<file path="config.mk">
export PLATFORM = sky130hd
export DESIGN_NAME = sum_accum_sequencer
export DESIGN_NICKNAME = d
export VERILOG_FILES = /design/src/rtl/sum_accum_sequencer.sv
export SDC_FILE = /design/constraint.sdc
export NUM_CORES = 1
export LEC_CHECK = 0
export CAP_MARGIN = 5
export CELL_PAD_IN_SITES_DETAIL_PLACEMENT = 2
export CELL_PAD_IN_SITES_GLOBAL_PLACEMENT = 2
export CORE_MARGIN = 4
export CORE_UTILIZATION = 30
export DETAILED_ROUTE_END_ITERATION = 8
export PLACE_DENSITY = 0.88
export SYNTH_ARGS = -nofsm -noshare
export SYNTH_HDL_FRONTEND = slang
export SYNTH_SLANG_ARGS = --single-unit
</file>
<file path="constraint.sdc">
create_clock -name i_clk -period 2.1 [get_ports i_clk]
set_input_delay 0.525 -clock i_clk [delete_from_list [all_inputs] [get_ports i_clk]]
set_output_delay 0.525 -clock i_clk [all_outputs]
set_load 0.1 [all_outputs]
</file>
<file path="src/rtl/sum_accum_sequencer.sv">
// -----------------------------------------------------------------------------
// sum_accum_sequencer
//   Job controller for one sum_accumulator instance. A job (op, two operands,
//   repeat count) is accepted on the request handshake. The controller pulses
//   the accumulator reset for one cycle, then drives the operands and select
//   for 'count' cycles. It waits one cycle for the last registered add to
//   appear and returns the wrapped sum plus a sticky overflow on the response
//   handshake. Every output is a flop, including the accumulator reset.
//
// Ports
//   i_clk, i_rst_n            clock, async active-low reset
//   i_req_valid/o_req_ready   job request handshake
//   i_req_op                  0=DATA1, 1=DATA2, 2=SUM, 3=reserved
//   i_req_data1/2, i_req_count  job operands and number of accumulation cycles
//   o_rsp_valid/i_rsp_ready   result handshake
//   o_rsp_data                accumulated result (mod 2^NB_DATA_OUT)
//   o_rsp_overflow            any add carried out during the job
//   o_rsp_err                 job used the reserved op
//   o_busy                    high in every state except IDLE
//   o_acc_rst_n, o_acc_data1/2, o_acc_sel   drive the accumulator
//   i_acc_data, i_acc_overflow              accumulator outputs
// -----------------------------------------------------------------------------
module sum_accum_sequencer #(
    parameter int NB_DATA_IN  = 3,
    parameter int NB_SEL      = 2,
    parameter int NB_DATA_OUT = 6,
    parameter int NB_COUNT    = 4
) (
    input  logic                   i_clk,
    input  logic                   i_rst_n,
    input  logic                   i_req_valid,
    output logic                   o_req_ready,
    input  logic [1:0]             i_req_op,
    input  logic [NB_DATA_IN-1:0]  i_req_data1,
    input  logic [NB_DATA_IN-1:0]  i_req_data2,
    input  logic [NB_COUNT-1:0]    i_req_count,
    output logic                   o_rsp_valid,
    input  logic                   i_rsp_ready,
    output logic [NB_DATA_OUT-1:0] o_rsp_data,
    output logic                   o_rsp_overflow,
    output logic                   o_rsp_err,
    output logic                   o_busy,
    output logic                   o_acc_rst_n,
    output logic [NB_DATA_IN-1:0]  o_acc_data1,
    output logic [NB_DATA_IN-1:0]  o_acc_data2,
    output logic [NB_SEL-1:0]      o_acc_sel,
    input  logic [NB_DATA_OUT-1:0] i_acc_data,
    input  logic                   i_acc_overflow
);

    typedef enum logic [2:0] {
        S_IDLE,
        S_CLEAR,
        S_RUN,
        S_DRAIN,
        S_DONE
    } state_t;

    localparam logic [1:0] OP_RSVD = 2'd3;

    // Accumulator select encoding; 2'b11 is never driven.
    localparam logic [NB_SEL-1:0] SEL_DATA1 = NB_SEL'(2'b10);
    localparam logic [NB_SEL-1:0] SEL_DATA2 = NB_SEL'(2'b00);
    localparam logic [NB_SEL-1:0] SEL_SUM   = NB_SEL'(2'b01);

    state_t                 state;
    logic [1:0]             op_q;
    logic [NB_DATA_IN-1:0]  data1_q;
    logic [NB_DATA_IN-1:0]  data2_q;
    logic [NB_COUNT-1:0]    cnt;
    logic                   sticky_ovf;
    logic                   rsvd;

    assign rsvd = (op_q == OP_RSVD);

    function automatic logic [NB_SEL-1:0] sel_for(input logic [1:0] op);
        case (op)
            2'd0:    return SEL_DATA1;
            2'd2:    return SEL_SUM;
            default: return SEL_DATA2;   // DATA2, and reserved with zero operands
        endcase
    endfunction

    // NOTE: all state is assigned with non-blocking (<=) so every flop samples
    // the pre-edge values of the others; blocking here would chain updates
    // within one edge and break the registered-output timing.
    always_ff @(posedge i_clk or negedge i_rst_n) begin
        if (!i_rst_n) begin
            // NOTE: the latched job fields are reset too, so an aborted job
            // leaves nothing behind for the next one.
            state          <= S_IDLE;
            op_q           <= '0;
            data1_q        <= '0;
            data2_q        <= '0;
            cnt            <= '0;
            sticky_ovf     <= 1'b0;
            o_req_ready    <= 1'b0;
            o_rsp_valid    <= 1'b0;
            o_rsp_data     <= '0;
            o_rsp_overflow <= 1'b0;
            o_rsp_err      <= 1'b0;
            o_busy         <= 1'b0;
            o_acc_rst_n    <= 1'b0;
            o_acc_data1    <= '0;
            o_acc_data2    <= '0;
            o_acc_sel      <= SEL_DATA2;
        end else begin
            case (state)
                S_IDLE: begin
                    o_acc_rst_n <= 1'b1;
                    o_req_ready <= 1'b1;
                    if (i_req_valid && o_req_ready) begin
                        op_q        <= i_req_op;
                        data1_q     <= i_req_data1;
                        data2_q     <= i_req_data2;
                        cnt         <= i_req_count;
                        o_req_ready <= 1'b0;
                        o_busy      <= 1'b1;
                        // Low for exactly the CLEAR cycle.
                        o_acc_rst_n <= 1'b0;
                        state       <= S_CLEAR;
                    end
                end

                S_CLEAR: begin
                    o_acc_rst_n <= 1'b1;
                    sticky_ovf  <= 1'b0;
                    if (cnt != '0) begin
                        o_acc_data1 <= rsvd ? '0 : data1_q;
                        o_acc_data2 <= rsvd ? '0 : data2_q;
                        o_acc_sel   <= sel_for(op_q);
                        state       <= S_RUN;
                    end else begin
                        state <= S_DRAIN;
                    end
                end

                S_RUN: begin
                    cnt        <= cnt - NB_COUNT'(1);
                    sticky_ovf <= sticky_ovf | i_acc_overflow;
                    if (cnt == NB_COUNT'(1)) begin
                        // Back to adding zero so the result holds from here on.
                        o_acc_data1 <= '0;
                        o_acc_data2 <= '0;
                        o_acc_sel   <= SEL_DATA2;
                        state       <= S_DRAIN;
                    end
                end

                S_DRAIN: begin
                    // The last add of RUN is visible on the accumulator only now.
                    o_rsp_data     <= rsvd ? '0 : i_acc_data;
                    o_rsp_overflow <= rsvd ? 1'b0 : (sticky_ovf | i_acc_overflow);
                    o_rsp_err      <= rsvd;
                    o_rsp_valid    <= 1'b1;
                    state          <= S_DONE;
                end

                S_DONE: begin
                    if (i_rsp_ready) begin
                        o_rsp_valid <= 1'b0;
                        o_busy      <= 1'b0;
                        o_req_ready <= 1'b1;
                        state       <= S_IDLE;
                    end
                end

                default: state <= S_IDLE;
            endcase
        end
    end

endmodule

</file>
==> results.sh, run 1 <==
export IMPL_critical_path_required_ns=2.28
export IMPL_drive_gt1_share_pct=29.7
export IMPL_firstDrtPassIters=4
export IMPL_cts_tree="built"
export IMPL_areaGrowthSynthToFinish_pct=35.8
export IMPL_overflow=0
export IMPL_insertion_delay_ns=0.29
export IMPL_crit_path_max_fanout=8
export IMPL_portBuffers=42
export IMPL_min_period_ns=1.97
export IMPL_die_area_sq_um=6910
export IMPL_fmax_mhz=509
export IMPL_post_cts_buffers=0
export IMPL_dieHeight_microns=83.1
export IMPL_synth_cell_types=33
export IMPL_grt_pass1_wl_microns=8290
export IMPL_root_buffer="clkbuf_8"
export IMPL_slew_headroom_pct=63.3
export IMPL_ios=43
export IMPL_syn_cell_area_sq_um=1690
export IMPL_clk_pin_slew_ns=0.07
export IMPL_cts_buffers=5
export IMPL_synth_edf_count=0
export IMPL_fin_crit_sh_pct=93.6
export IMPL_antenna_found_initial=0
export IMPL_track_usage_pct=15.0
export IMPL_setup_tns_ns=0
export IMPL_rsz0062_at_grt="no"
export IMPL_synth_xor_area_share_pct=0.517
export IMPL_synth_top_family_by_area="simple AND/OR/NAND/NOR gates"
export IMPL_synthCells=151
export IMPL_async_flop_share_pct=100
export IMPL_yosys_area_share_adder_pct=2.22
export IMPL_finalMaxSlewViolations=0
export IMPL_arrival_ns=2.14
export IMPL_cts_buffer_depth=2
export IMPL_worst_pin_slew_ns=0.549
export IMPL_detail_route_wl_per_cell_microns=17.4
export IMPL_gp_congestion=0.804
export IMPL_drc=0
export IMPL_synth_compound_area_share_pct=11.7
export IMPL_synth_fp_nets=177
export IMPL_yosysMostFrequentCell="dfrtp_1"
export IMPL_cp_end_kind="register"
export IMPL_critPathKind="register to register"
export IMPL_initial_core_util_pct=30.7
export IMPL_synth_simple_area_share_pct=17.0
export IMPL_fp_dieW_microns=83.1
export IMPL_route_vias_total=1354
export IMPL_setup_violations_final=0
export IMPL_drtAntennaViolNets=0
export IMPL_ys_top_cells_by_count="36 x dfrtp_1, 20 x nand2_1, 16 x mux2_2"
export IMPL_routed_wirelength_microns=4760
export IMPL_clkSinkCount=36
export IMPL_startpoint_type="register"
export IMPL_drv_cap=0
export IMPL_synth_mux_area_share_pct=12.4
export IMPL_status="completed"
export IMPL_diodes=0
export IMPL_drtIter0Drc=30
export IMPL_synth_ff_latch_count=36
export IMPL_synth_area_leaders="dfrtp_1 53%, mux2_2 11%, nand2_1 4.4%"
export IMPL_postSynthAreaPerCell_sq_um=11.2
export IMPL_netlist_area_leader_share_pct=53.2
export IMPL_grt_max_degree=20
export IMPL_layout_nets=227
export IMPL_worstHoldPathType="primary input to async pin"
export IMPL_ys_seq_area_share_pct=53.2
export IMPL_cts_hold_buf=0
export IMPL_finalClockSkew_ns=0.00563
export IMPL_hold_viol=0
export IMPL_ys_warnings_count=0
export IMPL_viasPerCell=4.94
export IMPL_ctsResizeCount=0
export IMPL_coreArea_sq_um=5510
export IMPL_grt_pass1_vias=1542
export IMPL_hpwlAfterDp_microns=3410
export IMPL_h_tree_depth=2
export IMPL_synth_flop_cell="dfrtp_1"
export IMPL_num_rows=27
export IMPL_synth_largest_area_cell="dfrtp_1"
[logic make-up (layout without fill, tap and decap cells)]
group | count (synthesis) | in the layout
flip-flops | 36 | 36
AO/OA/AOI/OAI | 29 | 29
buffers and inverters | 12 | 63
XOR/XNOR | 1 | 1
multiplexers | 19 | 19
adder cells (fa/ha/maj) | 3 | 3
AND/OR/NAND/NOR | 51 | 51
[flip-flops by register name, indices dropped and copies added, names as in the netlist, 2 cells and up]
register / flops
data1_q: 3
data2_q: 3
o_rsp_data: 6
o_acc_data2: 3
state: 3
o_acc_data1: 3
o_acc_sel: 2
op_q: 2
cnt: 4
[worst paths after layout]
kind	startpoint	to	slack (ns)	cells past startpoint
worst max-delay path	cnt[1]	o_acc_data2[2]	0.13	5
worst min-delay path	i_rst_n	o_rsp_data[1]	0.17	1
worst max register to register	cnt[1]	o_acc_data2[2]	0.13	5
worst min register to register	o_rsp_overflow	o_rsp_overflow	0.49	2
max in group asynchronous	i_rst_n	o_req_ready	1.41	2
min in group i_clk	o_rsp_overflow	o_rsp_overflow	0.49	2
[metal layers]
layer / wire (microns) / global-route usage (%)
met2: 2450 / 24.9
met1: 2040 / 18.7
met5: 0 / 0
met4: 48 / 4.01
met3: 214 / 5.06
[through the flow]
stage | setup slack (ns) | cells | instance area [sq um] | util, % | hold slack, ns
after floorplan | 0.296 | 151 | 1690 | - | 0.229
after global placement | 0.158 | 266 | 2190 | 39.8 | 0.464
after detailed placement | 0.0738 | 266 | 2190 | 39.8 | 0.489
after CTS | 0.109 | 274 | 2300 | 41.7 | 0.177
after global routing | 0.0256 | 274 | 2300 | 41.7 | 0.184
final | 0.133 | 274 | 2300 | 41.7 | 0.169
[critical path, cell delays in order (launching register included)]
cell and delay (ns):
dfrtp_1 0.38, inv_1 0.14, ha_1 0.16, or4b_4 0.48
o2bb2ai_4 0.31, mux2_2 0.38
[final cells by class]
type	instances	area, sq um
clock buffer	6	72.6
timing repair buffer	50	438
inverter	5	18.8
fill	569	3210
clock inverter	2	35.0
multi-input combinational	103	742
tap	72	90.1
sequential	36	902
[cell usage in the layout (no fill, tap or decap), types with 4 or more instances in the layout]
cell type / instances
o21ai_0: 12
and3_1: 6
clkbuf_8: 5
nor2_1: 7
dfrtp_1: 35
nor3_1: 4
buf_4: 27
inv_1: 5
nand2_1: 20
clkdlybuf4s50_1: 21
a21oi_1: 5
mux2_2: 16
Power of run 1 is not shown: default switching activity piles up to over one toggle a cycle in this logic, so the estimate is an artifact.
==> run 2: changes to the inputs <==
--- a/config.mk
+++ b/config.mk
@@ -11,7 +11,8 @@
 export CORE_MARGIN = 4
 export CORE_UTILIZATION = 30
 export DETAILED_ROUTE_END_ITERATION = 8
-export PLACE_DENSITY = 0.88
+export HOLD_SLACK_MARGIN = 0.1
+export PLACE_DENSITY_LB_ADDON = 0.1
 export SYNTH_ARGS = -nofsm -noshare
 export SYNTH_HDL_FRONTEND = slang
 export SYNTH_SLANG_ARGS = --single-unit
==> run 2 against run 1 <==
- worst setup slack better by 0.033 ns
- via count is 0.89% higher
- worst hold slack better by 0.16 ns
- final cell count is 0.73% lower
- global-route usage is 0.50 points lower
- first-iteration DRC count is 27% higher
- design area is 0.98% lower
- non-clock buffer count is 2 lower
- clock skew is 0.0057 ns higher
- maximum frequency is 1.7% higher
- largest cell class unchanged
==> results.sh, run 2 (synthesis results as in run 1) <==
export IMPL_crit_slowest_cell="or4b_4"
export IMPL_clk_pin_slew_ns=0.08
export IMPL_fp_dieW_microns=83.1
export IMPL_hpwlAfterDp_microns=3470
export IMPL_fin_util_pct=41.3
export IMPL_fmax_mhz=517
export IMPL_drtAntennaViolNets=0
export IMPL_grt_pass1_vias=1538
export IMPL_critical_path_required_ns=2.28
export IMPL_dieHeight_microns=83.1
export IMPL_insertion_delay_ns=0.29
export IMPL_drv_cap=0
export IMPL_slew_headroom_pct=44.0
export IMPL_grt_max_degree=37
export IMPL_cp_end_kind="register"
export IMPL_track_usage_pct=14.5
export IMPL_status="completed"
export IMPL_regMostFlops="o_rsp_data"
export IMPL_worst_pin_slew_ns=0.840
export IMPL_portBuffers=42
export IMPL_initial_core_util_pct=30.7
export IMPL_num_rows=27
export IMPL_route_vias_total=1366
export IMPL_numPlacedInstances=264
export IMPL_cts_buffer_depth=2
export IMPL_max_stage_delay_ns=0.48
export IMPL_path_delay_family="simple AND/OR/NAND/NOR gates"
export IMPL_antenna_found_initial=0
export IMPL_cts_buffers=5
export IMPL_largest_reg_flops=6
export IMPL_detail_route_wl_per_cell_microns=17.3
export IMPL_overflow=0
export IMPL_regToRegSetupSlack_ns=0.17
export IMPL_cts_hold_buf=0
export IMPL_finalClockSkew_ns=0.0114
export IMPL_final_cell_area_sq_um=2280
export IMPL_min_period_ns=1.93
export IMPL_cp_cell_sequence="inv_1 -> ha_1 -> or4b_4 -> o2bb2ai_4 -> mux2_2"
export IMPL_layout_cells_non_filler=272
export IMPL_critPathKind="register to register"
export IMPL_setup_violations_final=0
export IMPL_ios=43
export IMPL_ctsResizeCount=0
export IMPL_largestRegisters="o_rsp_data: 6 flops, cnt: 4 flops"
export IMPL_post_cts_buffers=0
export IMPL_drive_gt1_share_pct=29.5
export IMPL_startpoint_type="register"
export IMPL_drc=0
export IMPL_rsz0062_at_grt="no"
export IMPL_fin_crit_sh_pct=92.1
export IMPL_drtIter0Drc=38
export IMPL_fillers=582
export IMPL_final_cell_mix="35 x dfrtp_1, 24 x buf_4, 21 x clkdlybuf4s50_1"
export IMPL_crit_path_max_fanout=8
export IMPL_viasPerCell=5.02
export IMPL_grt_pass1_wl_microns=7980
export IMPL_die_area_sq_um=6910
export IMPL_clkSinkCount=36
export IMPL_setup_tns_ns=0
export IMPL_place_area_sq_um=2190
export IMPL_arrival_ns=2.11
export IMPL_firstDrtPassIters=4
export IMPL_crit_buf_inv=1
export IMPL_h_tree_depth=2
export IMPL_gp_congestion=0.729
export IMPL_finalMaxSlewViolations=0
export IMPL_areaGrowthSynthToFinish_pct=34.4
export IMPL_layout_nets=225
export IMPL_hold_viol=0
export IMPL_routed_wirelength_microns=4690
export IMPL_worstHoldPathType="primary input to async pin"
export IMPL_cts_tree="built"
export IMPL_root_buffer="clkbuf_8"
export IMPL_coreArea_sq_um=5510
export IMPL_final_common_cell="dfrtp_1"
export IMPL_diodes=0
run 2: path summary, 6_finish.rpt:
path / end / cells after the start / start
hold / removal: cnt[3] / 1 / i_rst_n
setup / recovery: o_acc_data1[1] / 5 / cnt[1]
max in group asynchronous: o_req_ready / 1 / i_rst_n
setup reg to reg: o_acc_data1[1] / 5 / cnt[1]
min in group i_clk: o_rsp_data[1] / 2 / o_rsp_data[1]
hold reg to reg: o_rsp_data[1] / 2 / o_rsp_data[1]
run 2: area by class of cell:
class	count	area, sq um	area share, %
inverters	5	18.8	0.825
clock inverters	3	18.8	0.825
repair buffers	48	435	19.1
flip-flops and latches	36	902	39.6
well taps	72	90.1	3.96
clock buffers	5	68.8	3.02
multi-input cells	103	742	32.6
run 2: metrics by stage:
step / setup slack [ns] / hold slack (ns)
detailed placement: 0.109 / 0.491
CTS: 0.131 / 0.362
floorplan: 0.296 / 0.229
global route: 0.0745 / 0.399
finish: 0.167 / 0.326
global placement: 0.160 / 0.465
run 2: worst reg2reg max path, delay by kind of cell, from the launching register on:
family	cells	cell delay [ns]
DFF	1	0.39
AOI/OAI and AO/OA	1	0.29
and+or+nand+nor	1	0.48
adders and majority gates	1	0.15
buffers and inverters	1	0.13
muxes	1	0.39
run 2: layer usage:
metal | wire, microns | global-route usage, % | vias up
met3 | 182 | 3.77 | 5
met1 | 1990 | 17.4 | 701
met5 | 0 | 0 | -
met4 | 57 | 4.01 | 0
met2 | 2470 | 25.7 | 32
li1 | - | - | 628
Power of run 2 is left out for the same reason.
==> run 3: changes to the inputs <==
--- a/config.mk
+++ b/config.mk
@@ -11,8 +11,8 @@
 export CORE_MARGIN = 4
 export CORE_UTILIZATION = 30
 export DETAILED_ROUTE_END_ITERATION = 8
-export HOLD_SLACK_MARGIN = 0.1
 export PLACE_DENSITY_LB_ADDON = 0.1
+export SLEW_MARGIN = 0
 export SYNTH_ARGS = -nofsm -noshare
 export SYNTH_HDL_FRONTEND = slang
 export SYNTH_SLANG_ARGS = --single-unit
==> results of run 3 <==
The final DEF is identical to that of run 2; final timing and power are the same.
Power of run 3 is left out for the same reason.
==> patch 1: new RTL, flow settings as in run 3 <==
Change the parameter `NB_SEL` from 2 to 1.
--- a/src/rtl/sum_accum_sequencer.sv
+++ b/src/rtl/sum_accum_sequencer.sv
@@ -23,5 +23,5 @@
 module sum_accum_sequencer #(
     parameter int NB_DATA_IN  = 3,
-    parameter int NB_SEL      = 2,
+    parameter int NB_SEL      = 1,
     parameter int NB_DATA_OUT = 6,
     parameter int NB_COUNT    = 4
Interface: changed (resized o_acc_sel); port bits go from 43 to 42. No check against the original RTL was run, so the function may have changed too.
==> patch 1 against run 3 <==
  * Maximum frequency is 9.8% higher
  * Highest routed layer unchanged
  * Worst setup slack better by 0.17 ns
  * Die area is 5.8% lower
  * Synthesized cell count is 0.66% lower
  * Critical path type unchanged
  * Wire length is 5.7% lower
  * Sequential cell count is 1 lower
  * Cell area is 5.6% lower
  * Area after synthesis is 6.4% lower
Power is left out: the tool's default activity adds up to more than one toggle a clock period on the data nets, which glitch-free logic cannot reach.
==> patch 1: results (changes against run 3) <==
Run status
  • Status: complete, no violations (unchanged)

Yosys
  • Post-Syn Instances: 150 (was 151)
  • Synth async-reset ratio: 1.00 (unchanged)
  • Mapped Nets: 176 (was 177)
  • Sequential-to-total area share from yosys stat: 0.552 (was 0.532)
  • Commonest cells in the synthesized netlist: 35 x dfrtp_1, 27 x nand2_1, 15 x o21ai_0 (was 36 x dfrtp_1, 20 x nand2_1, 16 x mux2_2)
  • Synth unique cells: 31 (was 33)
  • Ys Warns: 0 (unchanged)
  • Largest cells by area after synthesis: dfrtp_1 55%, nand2_1 6.4%, mux2_2 5.7% (was dfrtp_1 53%, mux2_2 11%, nand2_1 4.4%)

Clock tree
  • Clock Tree Buf Depth: 2 (unchanged)
  • Clock slew at the register clock pins of the worst setup and hold paths: 0.07 ns
  • Root Driver: clkbuf_8 (unchanged)
  • H-tree Lvls: 2 (unchanged)
  • Setup bufs post-CTS: 0 (unchanged)
  • Clk_lat worst skew: 0.29 ns (about the same)
  • CTS Buf Count: 5 (unchanged)
  • CTS resizes: 0 (unchanged)

Route
  • WL final: 4430 µm (was 4690 µm)
  • First-iteration detailed-routing DRC count: 39 (was 38)
  • Pre-antenna DRT Iters: 3 (was 4)
  • Wire per inst: 16.4 µm (was 17.3 µm)
  • Via Count: 1290 (was 1366)

Min path
  • Hold Crit Class: in -> async (unchanged)

Placement
  • DPL Wire Length: 3250 µm (was 3470 µm)
  • Post-Place Cells: 262 (was 264)
  • RePlAce Congestion: 0.750 (was 0.729)
  • Placed cell areas: 2060 µm² (was 2190 µm²)
  • I/O Buffers: 41 (was 42)

Setup path
  • Internal reg-to-reg setup slack: 0.34 ns (was 0.17 ns)
  • CP Data Arrival Time: 1.93 ns (was 2.11 ns)
  • CP max FO: 10 (was 8)

Cells and area
  • Area occupied by registers: 876 µm² (was 902 µm²)
  • Share of post-route cells with drive strength above 1: 0.241 (was 0.295)
  • Nets: 225 (unchanged)
  • # diodes: 0 (unchanged)
  • Filler cells: 575 (was 582)
  • Largest registers: o_rsp_data: 6 flops, cnt: 4 flops (unchanged)

Global route
  • First-pass GRT wire length: 7240 µm (was 7980 µm)
  • Vias in the first global route: 1481 (was 1538)
  • Largest net degree at the start of global routing: 36 (was 37)
  • Total Routing Usage GR: 0.148 (was 0.145)
  • Initial antenna violation count: 0 (unchanged)

Timing
  • Slew Limit Headroom: 0.656 (was 0.440)
  • Final Skew: 0.00499 ns (was 0.0114 ns)
  • Final-report hold violation count: 0 (unchanged)
-- patch 1: cell count changes in the layout (fill, tap and decap cells not counted), sizes merged, moves of 2 or more --
cell,run 3,this run
nand3,0,2
or3b,3,1
and3,6,0
nand2,20,27
or4b,2,0
inv,5,10
o21ai,12,15
mux2i,3,6
mux2,16,9
a21o,2,0
a21oi,5,11
clkinv,3,1
nor3,4,2
-- patch 1: final cells by class --
cell class / instances / share of cell area
repair buffers: 48 / 0.203
clock inverters: 1 / 0.00233
multi-input cells: 99 / 0.291
inverters: 10 / 0.0175
clock buffers: 6 / 0.0384
flip-flops and latches: 35 / 0.407
well taps: 70 / 0.0407
-- patch 1: path summary, 6_finish.rpt --
check / cells past startpoint / end / startpoint
worst max-delay path: 5 / data2_q[0] / state[1]
worst min-delay path: 2 / o_rsp_valid / i_rst_n
worst max register to register: 5 / data2_q[0] / state[1]
worst min register to register: 2 / o_rsp_data[5] / o_rsp_data[5]
max in group asynchronous: 2 / state[0] / i_rst_n
min in group i_clk: 2 / o_rsp_data[5] / o_rsp_data[5]
-- patch 1: metrics by stage --
step / worst slack [ns] / hold WS (ns)
2_1_floorplan: 0.199 / 0.229
3_3_place_gp: 0.213 / 0.464
3_5_place_dp: 0.200 / 0.484
4_1_cts: 0.310 / 0.289
5_1_grt: 0.222 / 0.322
6_report: 0.339 / 0.266
-- patch 1: metal layers --
layer | vias up | share of wire | GRT usage | wire length [µm]
met1 | 646 | 0.43 | 0.181 | 1920
met5 | - | 0 | 0 | 0
met4 | 0 | 0.0099 | 0.0355 | 44
met2 | 35 | 0.50 | 0.257 | 2230
met3 | 4 | 0.053 | 0.0415 | 235
li1 | 605 | - | - | -
-- patch 1: worst max-delay path, cell delays in order (launching register included) --
cell	delay, ns
dfrtp_1	0.44
buf_4	0.18
nor2_1	0.25
and4b_1	0.29
buf_12	0.14
mux2_2	0.33
-- patch 1: cell families after synthesis --
logic type      Yosys count  share of synthesized area
simple gates             49                      0.155
flops                    35                      0.552
compound gates           31                      0.107
buf+inv                  16                     0.0529
mux                      15                      0.104
fa+ha+maj                 3                     0.0237
xor+xnor                  1                    0.00553
==> patch 2: new RTL, flow settings as in run 3 <==
Made on the original files. Register the output `o_rsp_err` once more; this adds one clock of latency there. The other outputs are not delayed to match.
--- a/src/rtl/sum_accum_sequencer.sv
+++ b/src/rtl/sum_accum_sequencer.sv
@@ -64,4 +64,6 @@
     localparam logic [NB_SEL-1:0] SEL_SUM   = NB_SEL'(2'b01);
 
+    logic o_rsp_err_s0;
+
     state_t                 state;
     logic [1:0]             op_q;
@@ -99,5 +101,5 @@
             o_rsp_data     <= '0;
             o_rsp_overflow <= 1'b0;
-            o_rsp_err      <= 1'b0;
+            o_rsp_err_s0   <= 1'b0;
             o_busy         <= 1'b0;
             o_acc_rst_n    <= 1'b0;
@@ -152,5 +154,5 @@
                     o_rsp_data     <= rsvd ? '0 : i_acc_data;
                     o_rsp_overflow <= rsvd ? 1'b0 : (sticky_ovf | i_acc_overflow);
-                    o_rsp_err      <= rsvd;
+                    o_rsp_err_s0   <= rsvd;
                     o_rsp_valid    <= 1'b1;
                     state          <= S_DONE;
@@ -171,4 +173,8 @@
     end
 
+    always_ff @(posedge i_clk) begin
+        o_rsp_err <= o_rsp_err_s0;
+    end
+
 endmodule
 
Formal check against the unedited RTL: not equivalent (a bounded check fails within 10 cycles, from zero or initial values and one cycle with i_rst_n low).
==> patch 2 against run 3 <==
  * Maximum frequency is 0.52% higher
  * Critical path type unchanged
  * Cell area rose by 0.71%
  * Worst setup slack gained 0.010 ns
  * Synthesized cell count increased by 0.66%
  * Hold slack worse by 0.018 ns
  * Sequential share of layout area increased by 0.59 points
  * Highest routed layer unchanged
  * Final cell count up 1.1%
  * Sequential cell count increased by 1
  * Wire length decreased by 2.5%
  * Area after synthesis rose by 1.2%
Power is left out: the tool's default activity adds up to more than one toggle a clock period on the data nets, which glitch-free logic cannot reach.
==> patch 2: results (changes against run 3) <==
Yosys
  • Synth async-reset ratio: 0.973 (was 1.00)
  • Post-Synthesis Cell Area: 1710 µm² (was 1690 µm²)
  • Sequential-to-total area share from yosys stat: 0.538 (was 0.532)
  • Largest cells by area after synthesis: dfrtp_1 53%, mux2_2 11%, nand2_1 4.4% (unchanged)
  • Mean Syn Cell Area: 11.3 µm² (was 11.2 µm²)
  • Ys Warns: 0 (unchanged)
  • Mapped Nets: 178 (was 177)
  • Synth unique cells: 34 (was 33)

Clock tree
  • H-tree Lvls: 2 (unchanged)
  • Clock slew at the register clock pins of the worst setup and hold paths: ~0.07 ns
  • Clock Tree Buf Depth: 2 (unchanged)
  • Root Driver: clkbuf_8 (unchanged)
  • CTS resizes: 0 (unchanged)

Route
  • Wire per inst: 16.6 µm (was 17.3 µm)
  • Pre-antenna DRT Iters: 4 (unchanged)
  • First-iteration detailed-routing DRC count: 39 (was 38)
  • Via Count: 1332 (was 1366)

Global route
  • Largest net degree at the start of global routing: 33 (was 37)
  • Total Routing Usage GR: 0.140 (was 0.145)
  • First-pass GRT wire length: 7950 µm (was 7980 µm)
  • Initial antenna violation count: 0 (unchanged)
  • Vias in the first global route: 1573 (was 1538)

Placement
  • Placement Setup Slack: 0.130 ns (was 0.109 ns)
  • DPL Wire Length: 3330 µm (was 3470 µm)
  • Post-Place Cells: 267 (was 264)
  • RePlAce Congestion: 0.703 (was 0.729)
  • I/O Buffers: 42 (unchanged)
  • Placed cell areas: 2210 µm² (was 2190 µm²)

Timing
  • Slew Limit Headroom: 0.496 (was 0.440)
  • Final-report hold violation count: 0 (unchanged)
  • Worst Hold Slack: 0.308 ns (was 0.326 ns)
  • Max frequency: 0.520 GHz (was 0.517 GHz)
  • Final Skew: 0.00932 ns (was 0.0114 ns)

Setup path
  • Critical Path Start: cnt[1] (unchanged)
  • Max incr delay on CP: between 0.4 and 0.5 ns
  • Critical-path top delay cell: or4b_4 (unchanged)
  • CP delay by family, top: simple AND/OR/NAND/NOR gates (unchanged)
  • Internal reg-to-reg setup slack: around 0.18 ns
  • R2R depth: 5 (unchanged)
  • R2r endpoint: o_acc_sel[0] (was o_acc_data1[1])

Cells and area
  • Fin cells: 275 (was 272)
  • Nets: 228 (was 225)
  • # diodes: 0 (unchanged)
  • Largest registers: o_rsp_data: 6 flops, cnt: 4 flops (unchanged)
  • Filler cells: 578 (was 582)
  • Area of the multi-input gates: 742 µm² (unchanged)
  • Share of post-route cells with drive strength above 1: 0.291 (was 0.295)

Min path
  • Hold Crit Class: in -> async (unchanged)

Run status
  • Status: complete, no violations (unchanged)
-- patch 2: cell count changes after synthesis, sizes merged --
cell,before,now
dfxtp,0,1
-- patch 2: area by class of cell --
| class | count | area share |
|---|---|---|
| flip-flops and latches | 37 | 0.402 |
| multi-input cells | 103 | 0.324 |
| repair buffers | 50 | 0.191 |
| well taps | 72 | 0.0393 |
| clock buffers | 7 | 0.0333 |
| inverters | 5 | 0.00819 |
| clock inverters | 1 | 0.00218 |
-- patch 2: routing by layer --
layer,share of wire,GRT usage,vias to the layer above
li1,-,-,634
met1,0.43,0.174,667
met2,0.53,0.244,27
met3,0.036,0.0346,4
met4,0.0063,0.0351,0
met5,0,0,-
-- patch 2: kinds of logic after synthesis --
kind of cell	Yosys count	synth area share
buffers and inverters	12	0.0292
AND/OR/NAND/NOR	51	0.168
multiplexers	19	0.123
adder cells (fa/ha/maj)	3	0.0219
XOR/XNOR	1	0.00511
AO/OA/AOI/OAI	29	0.115
flip-flops	37	0.538
